<file path="src/rtl/led_arb_pkg.sv">
// led_arb_pkg: shared types and helpers for the LED bank arbiter.
package led_arb_pkg;

    typedef enum logic {IDLE, HOLD} state_t;

    // The pointer resets one below NUM_REQ so requester 0 is searched first.
    localparam int LAST_INIT_OFFSET = 1;

    function automatic int cnt_width(input int hold_cycles);
        return (hold_cycles > 1) ? $clog2(hold_cycles) : 1;
    endfunction

endpackage

</file>
<file path="src/rtl/led_rr_pick.sv">
// led_rr_pick: round-robin search of req starting just after the last winner.
module led_rr_pick #(
    parameter int NUM_REQ = 4,
    parameter int IW      = 2
) (
    input  logic [NUM_REQ-1:0] req,
    input  logic [IW-1:0]      last,
    output logic [IW-1:0]      winner,
    output logic               any_req
);
    always_comb begin
        int idx;
        idx = 0;
        winner = last;
        for (int k = NUM_REQ; k >= 1; k--) begin
            idx = (int'(last) + k >= NUM_REQ) ? int'(last) + k - NUM_REQ : int'(last) + k;
            if (req[idx]) winner = IW'(idx);
        end
        any_req = |req;
    end
endmodule

</file>
<file path="src/rtl/led_bank_arbiter.sv">
// led_bank_arbiter: time-sliced round-robin sharing of the LED bank between requesters.
// Define LED_ARB_IDLE_BLINK_EN to show heartbeat bit HB_BIT on led[0] while idle.
module led_bank_arbiter
    import led_arb_pkg::*;
#(
    parameter int NUM_REQ     = 4,
    parameter int LED_W       = 8,
    parameter int HOLD_CYCLES = 1024,
    parameter int HB_BIT      = 23
) (
    input  logic                     clk,
    input  logic                     rst,
    input  logic [NUM_REQ-1:0]       req,
    input  logic [NUM_REQ*LED_W-1:0] pattern,
    output logic [NUM_REQ-1:0]       grant,
    output logic [LED_W-1:0]         led,
    output logic                     busy
);
    localparam int CW = cnt_width(HOLD_CYCLES);
    localparam int IW = $clog2(NUM_REQ);
    localparam logic [IW-1:0] LAST_INIT = IW'(NUM_REQ - LAST_INIT_OFFSET);

    state_t state, state_nxt;
    logic [CW-1:0] cnt, cnt_nxt;
    logic [IW-1:0] last, last_nxt, winner;
    logic [NUM_REQ-1:0] grant_nxt;
    logic [LED_W-1:0] led_nxt, idle_led;
    logic any_req, reload;

    led_rr_pick #(.NUM_REQ(NUM_REQ), .IW(IW)) u_pick (
        .req     (req),
        .last    (last),
        .winner  (winner),
        .any_req (any_req)
    );

`ifdef LED_ARB_IDLE_BLINK_EN
    logic [HB_BIT:0] hb;
    always_ff @(posedge clk) hb <= rst ? '0 : hb + 1'b1;
    assign idle_led = LED_W'(hb[HB_BIT]);
`else
    assign idle_led = '0;
`endif

    assign reload = (state == IDLE) || (cnt == '0);
    assign busy   = (state == HOLD);

    always_ff @(posedge clk) begin
        if (rst) begin
            state <= IDLE;
            cnt   <= '0;
            last  <= LAST_INIT;
            grant <= '0;
            led   <= '0;
        end else begin
            state <= state_nxt;
            cnt   <= cnt_nxt;
            last  <= last_nxt;
            grant <= grant_nxt;
            led   <= led_nxt;
        end
    end

    always_comb begin
        state_nxt = reload ? (any_req ? HOLD : IDLE) : HOLD;
    end

    always_comb begin
        grant_nxt = reload ? (any_req ? NUM_REQ'(1) << winner : '0) : grant;
        last_nxt  = (reload && any_req) ? winner : last;
        cnt_nxt   = reload ? CW'(HOLD_CYCLES - 1) : cnt - 1'b1;
        led_nxt   = (state_nxt == HOLD) ? pattern[int'(last_nxt)*LED_W +: LED_W] : idle_led;
    end
endmodule

</file>
<file path="config.mk">
export PLATFORM = sky130hd
export DESIGN_NAME = led_bank_arbiter
export DESIGN_NICKNAME = d
export VERILOG_FILES = /design/src/rtl/led_arb_pkg.sv /design/src/rtl/led_rr_pick.sv /design/src/rtl/led_bank_arbiter.sv
export SDC_FILE = /design/constraint.sdc
export NUM_CORES = 1
export LEC_CHECK = 0
export ABC_AREA = 1
export BUFFER_PORTS_ARGS = -buffer_cell sky130_fd_sc_hd__clkbuf_2
export CORE_MARGIN = 10
export CORE_UTILIZATION = 55
export DETAILED_ROUTE_END_ITERATION = 8
export GPL_ROUTABILITY_DRIVEN = 0
export HOLD_SLACK_MARGIN = 0.12
export PLACE_DENSITY_LB_ADDON = 0.05
export SETUP_SLACK_MARGIN = 0.4
export SYNTH_ARGS = -nofsm -noshare
export SYNTH_HDL_FRONTEND = slang
export SYNTH_SLANG_ARGS = --single-unit
export TNS_END_PERCENT = 5
</file>
<file path="constraint.sdc">
create_clock -name clk -period 5.7 [get_ports clk]
set_input_delay 0.57 -clock clk [delete_from_list [all_inputs] [get_ports clk]]
set_output_delay 0.57 -clock clk [all_outputs]
set_load 0.05 [all_outputs]
</file>
After elaboration in Yosys (flattened, before gate mapping). Cells that the tools add are included.

Reductions and logical operators: 5. Add/subtract/negate cells: 9. Order comparisons: 8. Mux-type cells: 25. Bitwise logic cells: 2. Shifts and indexed selects: 2.

Operators with widths (count): < comparator 32 x 4 -> 1 bit, second input constant (4); two-way mux 32 bit (4); subtractor 32 x 4 -> 32 bit, second input constant (4); greater-or-equal comparator 32 x 4 -> 1 bit, second input constant (3); variable part select 32 x 6 -> 8 bit (1); zero test 10 bit (1); two-way mux 1 bit (10); two-way mux 10 bit (1); two-way mux 2 bit (5); subtractor 10 x 1 -> 10 bit, second input constant (1); binary-select mux 1 bit (select 2 bit) (4); adder 2 x 2 -> 3 bit, second input constant (2); adder 2 x 3 -> 4 bit, second input constant (1); greater-or-equal comparator 4 x 3 -> 1 bit, second input constant (1); two-way mux 4 bit (1); OR reduction 4 bit (1); << shifter 1 x 2 -> 4 bit, first input constant (1); adder 2 x 1 -> 3 bit, second input constant (1); NOT 1 bit (2); OR reduction 2 bit (1); logical AND 1 bit (1); logical OR 1 bit (1).

Logic and storage cells: 56. Input port bits: 38. Output and inout port bits: 13. Flip-flop bits (word level): 25.

Logic depth before layout (Yosys ltp). Gate-level depths: netlist (run 1).

Depth after elaboration: 12. Depth in mapped cells: 14. Depth with buffers taken out: 12.

Hierarchy. From an unflattened synthesis (run 1), not the netlist that was laid out.

Cells, all modules: 246. Area, all modules: 1645.3 µm².

By module, submodules not included: led_bank_arbiter (cells each 203, instances 1, seq. area each 500.5 µm², area an instance 1441.4 µm²); led_rr_pick (cells each 43, instances 1, seq. area each 0.0 µm², area an instance 203.9 µm²).

Worst setup path after synthesis (run 1). No wires, ideal clock.

Path kind: register to register. Start: register cnt[0]. End: register led[0]. Required time: 5.577 ns. Arrival time: 1.673 ns. Stages on the path, launching flop included: 13. Slack: 3.904 ns. Period minus slack after synthesis: 1.796 ns. Buffers on the path: 1. Setup time: 0.123 ns. Cell sequence: dfxtp_1 -> inv_1 -> ha_1 -> nand2_2 -> nor2_2 -> nand3_1 -> a21oi_4 -> inv_2 -> nand2_2 -> buf_4 -> nand3_1 -> nand3_1 -> a21oi_1.

Cells in the longest elaborated chain, start to end: 5. Elaborated cells between the ends (all ways): 8. Classes of those cells: shift (1); mux (2); bitwise (1); reduce/logical (4).

RTL lines: start, declared (RTL line led_bank_arbiter.sv:24) `logic [CW-1:0] cnt, cnt_nxt;`; start signal, assigned (RTL line led_bank_arbiter.sv:57) `cnt <= cnt_nxt;`; zero test 10 bit * (RTL line led_bank_arbiter.sv:45) `assign reload = (state == IDLE) || (cnt == '0);`; logical OR 1 bit * (RTL line led_bank_arbiter.sv:45); logical AND 1 bit or two-way mux 1 bit (tied branches) (RTL line led_bank_arbiter.sv:70, led_bank_arbiter.sv:65); two-way mux 2 bit or NOT 1 bit (tied branches); variable part select 32 x 6 -> 8 bit or OR reduction 2 bit (tied branches); end signal, assigned (RTL line led_bank_arbiter.sv:60) `led <= led_nxt;`; end, declared (RTL line led_bank_arbiter.sv:16) `output logic [LED_W-1:0] led,`.

Every way passes the cells marked *; elsewhere a longest branch is shown, timed or not. A chain may end at the register's enable or synchronous reset.

Worst setup path after layout (run 1).
Start: register last[0]. End: register led[3].

Cells in the longest elaborated chain, start to end: 12. Elaborated cells between the ends (all ways): 34. Classes of those cells: add/sub (8); order compare (4); shift (1); mux (21).

RTL lines: start, declared (RTL line led_bank_arbiter.sv:25) `logic [IW-1:0] last, last_nxt, winner;`; start signal, assigned (RTL line led_bank_arbiter.sv:58) `last <= last_nxt;`; adder 2 x 3 -> 4 bit (RTL line led_rr_pick.sv:16) `idx = (int'(last) + k >= NUM_REQ) ? int'(last) + k - NUM_REQ : int'(last) + k;`; subtractor 32 x 4 -> 32 bit or greater-or-equal comparator 4 x 3 -> 1 bit (tied branches) (RTL line led_rr_pick.sv:16); two-way mux 32 bit (RTL line led_rr_pick.sv:16); binary-select mux 1 bit (select 2 bit) (RTL line led_rr_pick.sv:17) `if (req[idx]) winner = IW'(idx);`; two-way mux 1 bit (not written as such) (2 in a row) (RTL line led_rr_pick.sv:17); two-way mux 2 bit (4 in a row) (RTL line led_rr_pick.sv:17); two-way mux 2 bit * (RTL line led_bank_arbiter.sv:70) `last_nxt = (reload && any_req) ? winner : last;`; variable part select 32 x 6 -> 8 bit * (RTL line led_bank_arbiter.sv:72) `led_nxt = (state_nxt == HOLD) ? pattern[int'(last_nxt)*LED_W +: LED_W] : idle_led;`.

Every way passes the cells marked *; elsewhere a longest branch is shown, timed or not. The select of a mux whose other input is x is not followed.

==> out/qor.txt, run 1 <==
register clock-pin slew on the reported worst setup and hold paths: 0.15 ns
router iterations before antenna repair: 4
number of buffers added on ports: 50
area share of the leading cell type in the synthesized netlist: 0.2996
Setup Viol. Count Final: 0
count of state elements after synthesis: 25
clock tree sinks: 25
worst path buffer plus inverter count: 1
internal cell power: 0.2989 mW
die height: 75.11 um
core occupancy in the finished layout: 0.6807
Via-to-Cell Ratio: 5.188
global-route wire length before repair: 7355 um
number of hold violations in the final report: 0
buffer cell driving the clock tree root: sky130_fd_sc_hd__clkbuf_4
Switching Share: 0.4474
EDFF count, synth: 0
cell area after synthesis: 1670 um^2
top cells by instance count after synthesis: sky130_fd_sc_hd__nand2_1, sky130_fd_sc_hd__inv_1, sky130_fd_sc_hd__nand3_1
cell type contributing the most total cell area after synthesis: sky130_fd_sc_hd__dfxtp_1
pre-CTS worst setup slack: 3.535 ns
most numerous cell in the Yosys netlist: sky130_fd_sc_hd__nand2_1
number of standard-cell rows in the floorplan: 19
Tightest Pin Transition: 0.5558 ns
number of inserted diodes: 0
buffer depth of the longest clock path: 2
setup TNS: 0 ns
overall overflow remaining after global route: 0
fraction of power consumed by combinational cells: 0.445
part of the total power dissipated in sequential elements: 0.398
area grow syn2layout: 15.28%
overall power of the completed layout: 0.5408 mW
detailed placement HPWL: 3321 um
worst-path maximum fanout: 17
RSZ-0062 raised after global routing: no
DRT antenna net count: 0
H-tree level count: 1
timing-limited maximum frequency: 0.4437 GHz
minimum clock period after layout: 2.254 ns
Post-Place Cells: 332
final instance count without filler cells: 336
1st-iter DRT viols: 146
fraction of the cycle the final worst path needs: 0.3954
largest cells by area after synthesis: sky130_fd_sc_hd__dfxtp_1, sky130_fd_sc_hd__nand3_1, sky130_fd_sc_hd__nand2_1
count of unique library cells instantiated by Yosys: 25
Critical Path AT: 2.51 ns
slowest library cell on the worst path: sky130_fd_sc_hd__dfxtp_1
portion of the post-synthesis area used by sequential elements: 0.2996
peak supply drop: 207.3 uV
setup clock skew after layout: 0.01150 ns
vias after detailed routing: 1743
routed len/inst: 12.59 um
post-synthesis area per instance: 6.474 um^2
async set-or-reset flop fraction in the synthesized netlist: 0
cells after synthesis: 258
number of violations of the max-capacitance limit: 0
Net Count, Synth: 297
Critical Path, Cell by Cell: inv_2 > nand2_1 > nand2_1 > nand2_1 > nand2_2 > nand3_2 > nand3_2 > nand3_1 > nand3_1 > a21oi_1
quantity of gates resized following cts: 0
clock tree from TritonCTS: yes
TritonCTS Buffers: 3
share of cells above drive strength 1: 0.2656
setup ws final: 3.446 ns
largest net degree at the start of global routing: 18
die width: 75.11 um
count of yosys warnings during synthesis: 0
power density relative to cell area: 280.9 nW/um^2
Critical Setup Path Class: flop to flop
most frequent cell on the critical path: sky130_fd_sc_hd__nand2_1
met3 Usage GRT: 0.05913
number of hold buffers added after CTS: 0
number of antenna violations at the first check in global routing: 0
relative slew slack: 0.6290
vias in the first global route: 1729
Static Leak: 1.105 nW
launching element type of the critical path: flop
fraction of power consumed by the clock network: 0.156
area enclosed by the die boundary: 5642 um^2
Final Net Count: 345
number of remaining DRC errors: 0
delay of the slowest critical-path stage: 0.70 ns
global-route usage over all layers: 0.1587
starting utilization of the core area: 0.5904
run status: finished clean
area of the core: 2829 um^2
required arrival time at the worst endpoint: 5.96 ns
family with the most delay on the worst path: simple AND/OR/NAND/NOR gates
Psw: 0.2420 mW
hold crit path type: flop to flop
M1 GR Usage: 0.1838
gr busiest metal: met2
I/O pins: 51
dominant synthesized flop cell: sky130_fd_sc_hd__dfxtp_1
Clock Latency Late Sink: 0.33 ns
max-slew violations: 0
number of setup buffers added after CTS: 0
total wire length after detailed routing: 4229 um
global-route met2 utilization: 0.2752
element type at the critical path end: flop
## layer usage
| layer | vias up | routed length, um |
|---|---|---|
| met5 | - | 0 |
| met3 | 2 | 385 |
| li1 | 908 | - |
| met1 | 782 | 1863 |
| met4 | 0 | 19 |
| met2 | 51 | 1962 |
## through the flow
| stage | hold WS (ns) | cell area (um^2) |
|---|---|---|
| after CTS | 0.4778 | 1926 |
| after global routing | 0.5014 | 1926 |
| after detailed placement | 0.4571 | 1896 |
| after global placement | 0.4538 | 1896 |
| after floorplan | 0.4542 | 1670 |
| final | 0.4740 | 1926 |
## cells by family (layout without fill, tap and decap cells)
kind of cell,count (synthesis),in the layout,share of synthesized area
simple gates,143,143,0.4262
buf+inv,59,106,0.1558
compound gates,26,26,0.08989
flops,25,25,0.2996
xor+xnor,4,4,0.02097
fa+ha+maj,1,1,0.007489
## path summary, 6_finish.rpt
kind	end	cells after the start	slack [ns]	start
min	grant[2]	2	0.47	grant[2]
max reg2reg	led[3]	10	3.45	last[0]
min reg2reg	grant[2]	2	0.47	grant[2]
max	led[3]	10	3.45	last[0]
## power groups by stage
stage	Clock (mW)	Sequential (mW)	Combinational [mW]
2_1_floorplan	0	0.263	0.149
3_3_place_gp	0	0.219	0.237
5_1_grt	0.0944	0.218	0.268
4_1_cts	0.0857	0.215	0.242
6_report	0.0846	0.215	0.241
3_5_place_dp	0	0.219	0.241
## worst min-delay path, cell delays in order, from the launching register on
cell and delay (ns):
sky130_fd_sc_hd__dfxtp_1 0.34, sky130_fd_sc_hd__nand2_1 0.06, sky130_fd_sc_hd__a21oi_1 0.05
## sequential cells by signal, indices dropped and copies added, names as in the netlist
name,cells
busy,1
cnt,10
grant,4
last,2
led,8
## area by class of cell
| class | instances | area, um^2 |
|---|---|---|
| clock buffer | 3 | 22.52 |
| clock inverter | 1 | 7.507 |
| fill | 279 | 903.4 |
| inverter | 52 | 196.4 |
| multi-input combinational | 174 | 909.6 |
| sequential | 25 | 500.5 |
| tap | 31 | 38.79 |
| timing repair buffer | 50 | 250.2 |
## cell usage in the layout, fill, tap and decap left out, types with 2 or more instances in the layout
cell                        n
sky130_fd_sc_hd__inv_1     46
sky130_fd_sc_hd__nor3_1     3
sky130_fd_sc_hd__o21ai_0    5
sky130_fd_sc_hd__nand3b_1   8
sky130_fd_sc_hd__a21oi_1   16
sky130_fd_sc_hd__nor2_2     2
sky130_fd_sc_hd__xor2_1     4
sky130_fd_sc_hd__nor2_1    12
sky130_fd_sc_hd__clkbuf_4   3
sky130_fd_sc_hd__nand3_2    4
sky130_fd_sc_hd__nand2_1   55
sky130_fd_sc_hd__inv_2      5
sky130_fd_sc_hd__nand2_2   10
sky130_fd_sc_hd__clkbuf_2  50
sky130_fd_sc_hd__nand2_4    2
sky130_fd_sc_hd__nand3_1   46
sky130_fd_sc_hd__dfxtp_1   25
sky130_fd_sc_hd__a31oi_1    2
Power figures use the tool's default switching activity.
==> run 2: changes to the inputs <==
--- a/config.mk
+++ b/config.mk
@@ -5,10 +5,10 @@
 export SDC_FILE = /design/constraint.sdc
 export NUM_CORES = 1
 export LEC_CHECK = 0
-export ABC_AREA = 1
+export ABC_AREA = 0
 export BUFFER_PORTS_ARGS = -buffer_cell sky130_fd_sc_hd__clkbuf_2
 export CORE_MARGIN = 10
-export CORE_UTILIZATION = 55
+export CORE_UTILIZATION = 51
 export DETAILED_ROUTE_END_ITERATION = 8
 export GPL_ROUTABILITY_DRIVEN = 0
 export HOLD_SLACK_MARGIN = 0.12
==> constraint.sdc (replaced) <==
create_clock -name clk -period 2.3 [get_ports clk]
set_input_delay 0.23 -clock clk [delete_from_list [all_inputs] [get_ports clk]]
set_output_delay 0.23 -clock clk [all_outputs]
set_load 0.05 [all_outputs]
==> out/qor.txt, run 2 <==
run status: finished clean
reg2reg start: cnt[9]
post-route cell area: 2037 um^2 (+5.8%)
Final Net Count: 276 (-20%)
number of antenna violations at the first check in global routing: 0 (unchanged)
Register-to-Register Setup Slack: 0.1 ns (-3.35 ns)
Tightest Pin Transition: 0.4619 ns (-0.09396 ns)
internal cell power: 0.7166 mW (+140%)
area grow syn2layout: 22.13%
Clock Latency Late Sink: 0.32 ns (about the same)
H-tree level count: 1 (unchanged)
element type at the critical path end: flop
multiplexer share of the synthesized area: 0.006002 (+0.006002)
timing-limited maximum frequency: 0.4536 GHz (+2.2%)
delay of the slowest critical-path stage: 0.57 ns (-0.13 ns)
detailed placement HPWL: 3359 um (+1.2%)
Setup Viol. Count Final: 0 (unchanged)
dominant synthesized flop cell: sky130_fd_sc_hd__dfxtp_1
count of yosys warnings during synthesis: 0 (unchanged)
number of remaining DRC errors: 0 (unchanged)
peak supply drop: 406.4 uV (+96%)
Critical Path AT: 2.44 ns (-0.07 ns)
hold crit path type: input port to flop
Critical Path, Cell by Cell: or4_4 > o31a_4 > and4bb_1 > buf_12 > o211ai_1 > a22o_1
relative slew slack: 0.6921 (+0.06314)
part of the total power dissipated in sequential elements: 0.444 (+0.046)
adder-cell share of the synthesized area: 0.007502 (+0.00001124)
number of violations of the max-capacitance limit: 0 (unchanged)
Static Leak: 0.8200 nW (-26%)
area share of the leading cell type in the synthesized netlist: 0.3001 (+0.0004496)
buffer cell driving the clock tree root: sky130_fd_sc_hd__clkbuf_4
router iterations before antenna repair: 4 (unchanged)
Hold Slack: 0.3102 ns (-0.1639 ns)
overall overflow remaining after global route: 0 (unchanged)
total wire length after detailed routing: 4613 um (+9.1%)
top cells by instance count after synthesis: sky130_fd_sc_hd__dfxtp_1, sky130_fd_sc_hd__o2111ai_1, sky130_fd_sc_hd__o21ai_0, sky130_fd_sc_hd__or3b_2, sky130_fd_sc_hd__o211ai_1
portion of the post-synthesis area used by sequential elements: 0.3001 (+0.0004496)
number of hold buffers added after CTS: 0 (unchanged)
setup TNS: 0 ns (unchanged)
final instance count without filler cells: 280 (-17%)
EDFF count, synth: 0 (unchanged)
routed len/inst: 16.48 um (+31%)
cells after synthesis: 189 (-27%)
number of standard-cell rows in the floorplan: 20 (+1)
HP Start: pattern[2]
clock tree from TritonCTS: yes
Psw: 0.4342 mW (+79%)
post-synthesis area per instance: 8.825 um^2 (+36%)
DRT antenna net count: 0 (unchanged)
largest net degree at the start of global routing: 52 (+34)
count of unique library cells instantiated by Yosys: 45 (+80%)
power density relative to cell area: 565.0 nW/um^2 (+100%)
fraction of power consumed by the clock network: 0.173 (+0.017)
Via-to-Cell Ratio: 5.961 (+15%)
starting utilization of the core area: 0.5375 (-0.05295)
setup clock skew after layout: 0.01698 ns (+0.005486 ns)
required arrival time at the worst endpoint: 2.54 ns (-3.42 ns)
Switching Share: 0.3773 (-0.07013)
most common cell after layout, fill and taps aside: sky130_fd_sc_hd__clkbuf_2
die width: 77.19 um (+2.8%)
fraction of power consumed by combinational cells: 0.383 (-0.062)
main combinational cell family by area after synthesis: compound AO/OA/AOI/OAI gates
number of inserted diodes: 0 (unchanged)
cell area after synthesis: 1668 um^2 (-0.15%)
share of cells above drive strength 1: 0.3856 (+0.1200)
area share of and/or/nand/nor cells after synthesis: 0.2221 (-0.2042)
Net Count, Synth: 228 (-23%)
max reg flops: 10 (unchanged)
instance area at placement: 1967 um^2 (+3.8%)
1st-iter DRT viols: 131 (-10%)
number of buffers added on ports: 50 (unchanged)
Synth Area in Compound Gates: 0.3616 (+0.2717)
largest cells by area after synthesis: sky130_fd_sc_hd__dfxtp_1, sky130_fd_sc_hd__o2111ai_1, sky130_fd_sc_hd__or3b_2
I/O pins: 51 (unchanged)
launching element type of the critical path: flop
vias after detailed routing: 1669 (-4.2%)
vias in the first global route: 1567 (-9.4%)
area enclosed by the die boundary: 5958 um^2 (+5.6%)
buffer depth of the longest clock path: 2 (unchanged)
async set-or-reset flop fraction in the synthesized netlist: 0 (unchanged)
cell depth of the worst flop-to-flop path: 6 (-4)
most numerous cell in the Yosys netlist: sky130_fd_sc_hd__dfxtp_1
area of the core: 3103 um^2 (+9.7%)
number of hold violations in the final report: 0 (unchanged)
most frequent cells in the layout: sky130_fd_sc_hd__clkbuf_2, sky130_fd_sc_hd__dfxtp_1, sky130_fd_sc_hd__o21ai_0, sky130_fd_sc_hd__or3b_2, sky130_fd_sc_hd__o2111ai_1
minimum clock period after layout: 2.204 ns (-0.04945 ns)
cell type contributing the most total cell area after synthesis: sky130_fd_sc_hd__dfxtp_1
die height: 77.19 um (+2.8%)
end of the worst register-to-register path: led[5]
Worst Hold Path EP: led[2]
Post-Place Cells: 274 (-17%)
Post-Synth XOR/XNOR Area: 0.03676 (+0.01579)
clock tree sinks: 25 (unchanged)
fraction of the cycle the final worst path needs: 0.9584 (+0.5630)
RSZ-0062 raised after global routing: yes
slowest library cell on the worst path: sky130_fd_sc_hd__or4_4
register clock-pin slew on the reported worst setup and hold paths: 0.15 ns (about the same)
Critical Setup Path Class: flop to flop
biggest regs: cnt (10), led (8), grant (4)
register with the most flip-flops: cnt
count of state elements after synthesis: 25 (unchanged)
TritonCTS Buffers: 3 (unchanged)
worst-path maximum fanout: 18 (+1)
number of cells on the worst hold path: 4 (+2)
max-slew violations: 0 (unchanged)
global-route wire length before repair: 7376 um (+0.29%)
global-route usage over all layers: 0.1429 (-0.01582)
## run 2: per-stage QoR
stage / util / power [mW] / setup WS, ns
2_1_floorplan: - / 0.8334 / 0.1724
3_5_place_dp: 0.6339 / 0.9568 / 0.04498
5_1_grt: 0.6565 / 1.222 / 0.005310
4_1_cts: 0.6460 / 1.155 / 0.09324
3_3_place_gp: 0.6339 / 0.9394 / 0.1202
6_report: 0.6565 / 1.151 / 0.09563
## run 2: logic make-up after synthesis
group,count (synthesis)
AOI/OAI and AO/OA,83
DFF,25
xor gates and xnor gates,7
muxes,1
and+or+nand+nor,51
buffers and inverters,21
adders and majority gates,1
## run 2: power by group through the flow
stage | Clock, mW | Combinational, mW | Sequential [mW]
4_1_cts | 0.205 | 0.439 | 0.511
3_5_place_dp | 0 | 0.436 | 0.521
2_1_floorplan | 0 | 0.232 | 0.601
3_3_place_gp | 0 | 0.422 | 0.518
5_1_grt | 0.226 | 0.478 | 0.518
6_report | 0.199 | 0.441 | 0.511
## run 2: worst max path at each step
| stage | start | endpoint | slack (ns) | cells past startpoint |
|---|---|---|---|---|
| floorplan | cnt[9] | led[5] | 0.17 | 7 |
| global placement | cnt[0] | led[3] | 0.12 | 8 |
| detailed placement | cnt[0] | led[3] | 0.04 | 8 |
| CTS | cnt[9] | led[5] | 0.09 | 6 |
| global route | cnt[0] | led[4] | 0.005 | 8 |
| finish | cnt[9] | led[5] | 0.1 | 6 |
## run 2: critical path, delay by kind of cell (launching register included)
kind	cells	cell delay, ns
and+or+nand+nor	2	0.87
buffers and inverters	1	0.16
AOI/OAI and AO/OA	3	0.74
DFF	1	0.35
## run 2: repair_timing
action,CTS,global route
setup buffers,0,1
gates resized for setup,1,0
cloned,0,1
pin swaps,0,2
setup endpoints to repair,12,15
hold endpoints to repair,0,0
## run 2: cell type report
type	instances	area, um^2
Fill cell	291	1066
Multi-Input combinational cell	143	1065
Sequential cell	25	500.5
Timing Repair Buffer	61	375.4
Tap cell	44	55.05
Clock buffer	3	22.52
Inverter	3	11.26
Clock inverter	1	7.507
## run 2: per-layer routing
metal	GRT usage	vias to the layer above	routed length, um
li1	-	829	-
met1	0.1944	784	2228
met2	0.2115	54	2008
met3	0.05711	2	365
met4	0.01460	0	10
met5	0	-	0
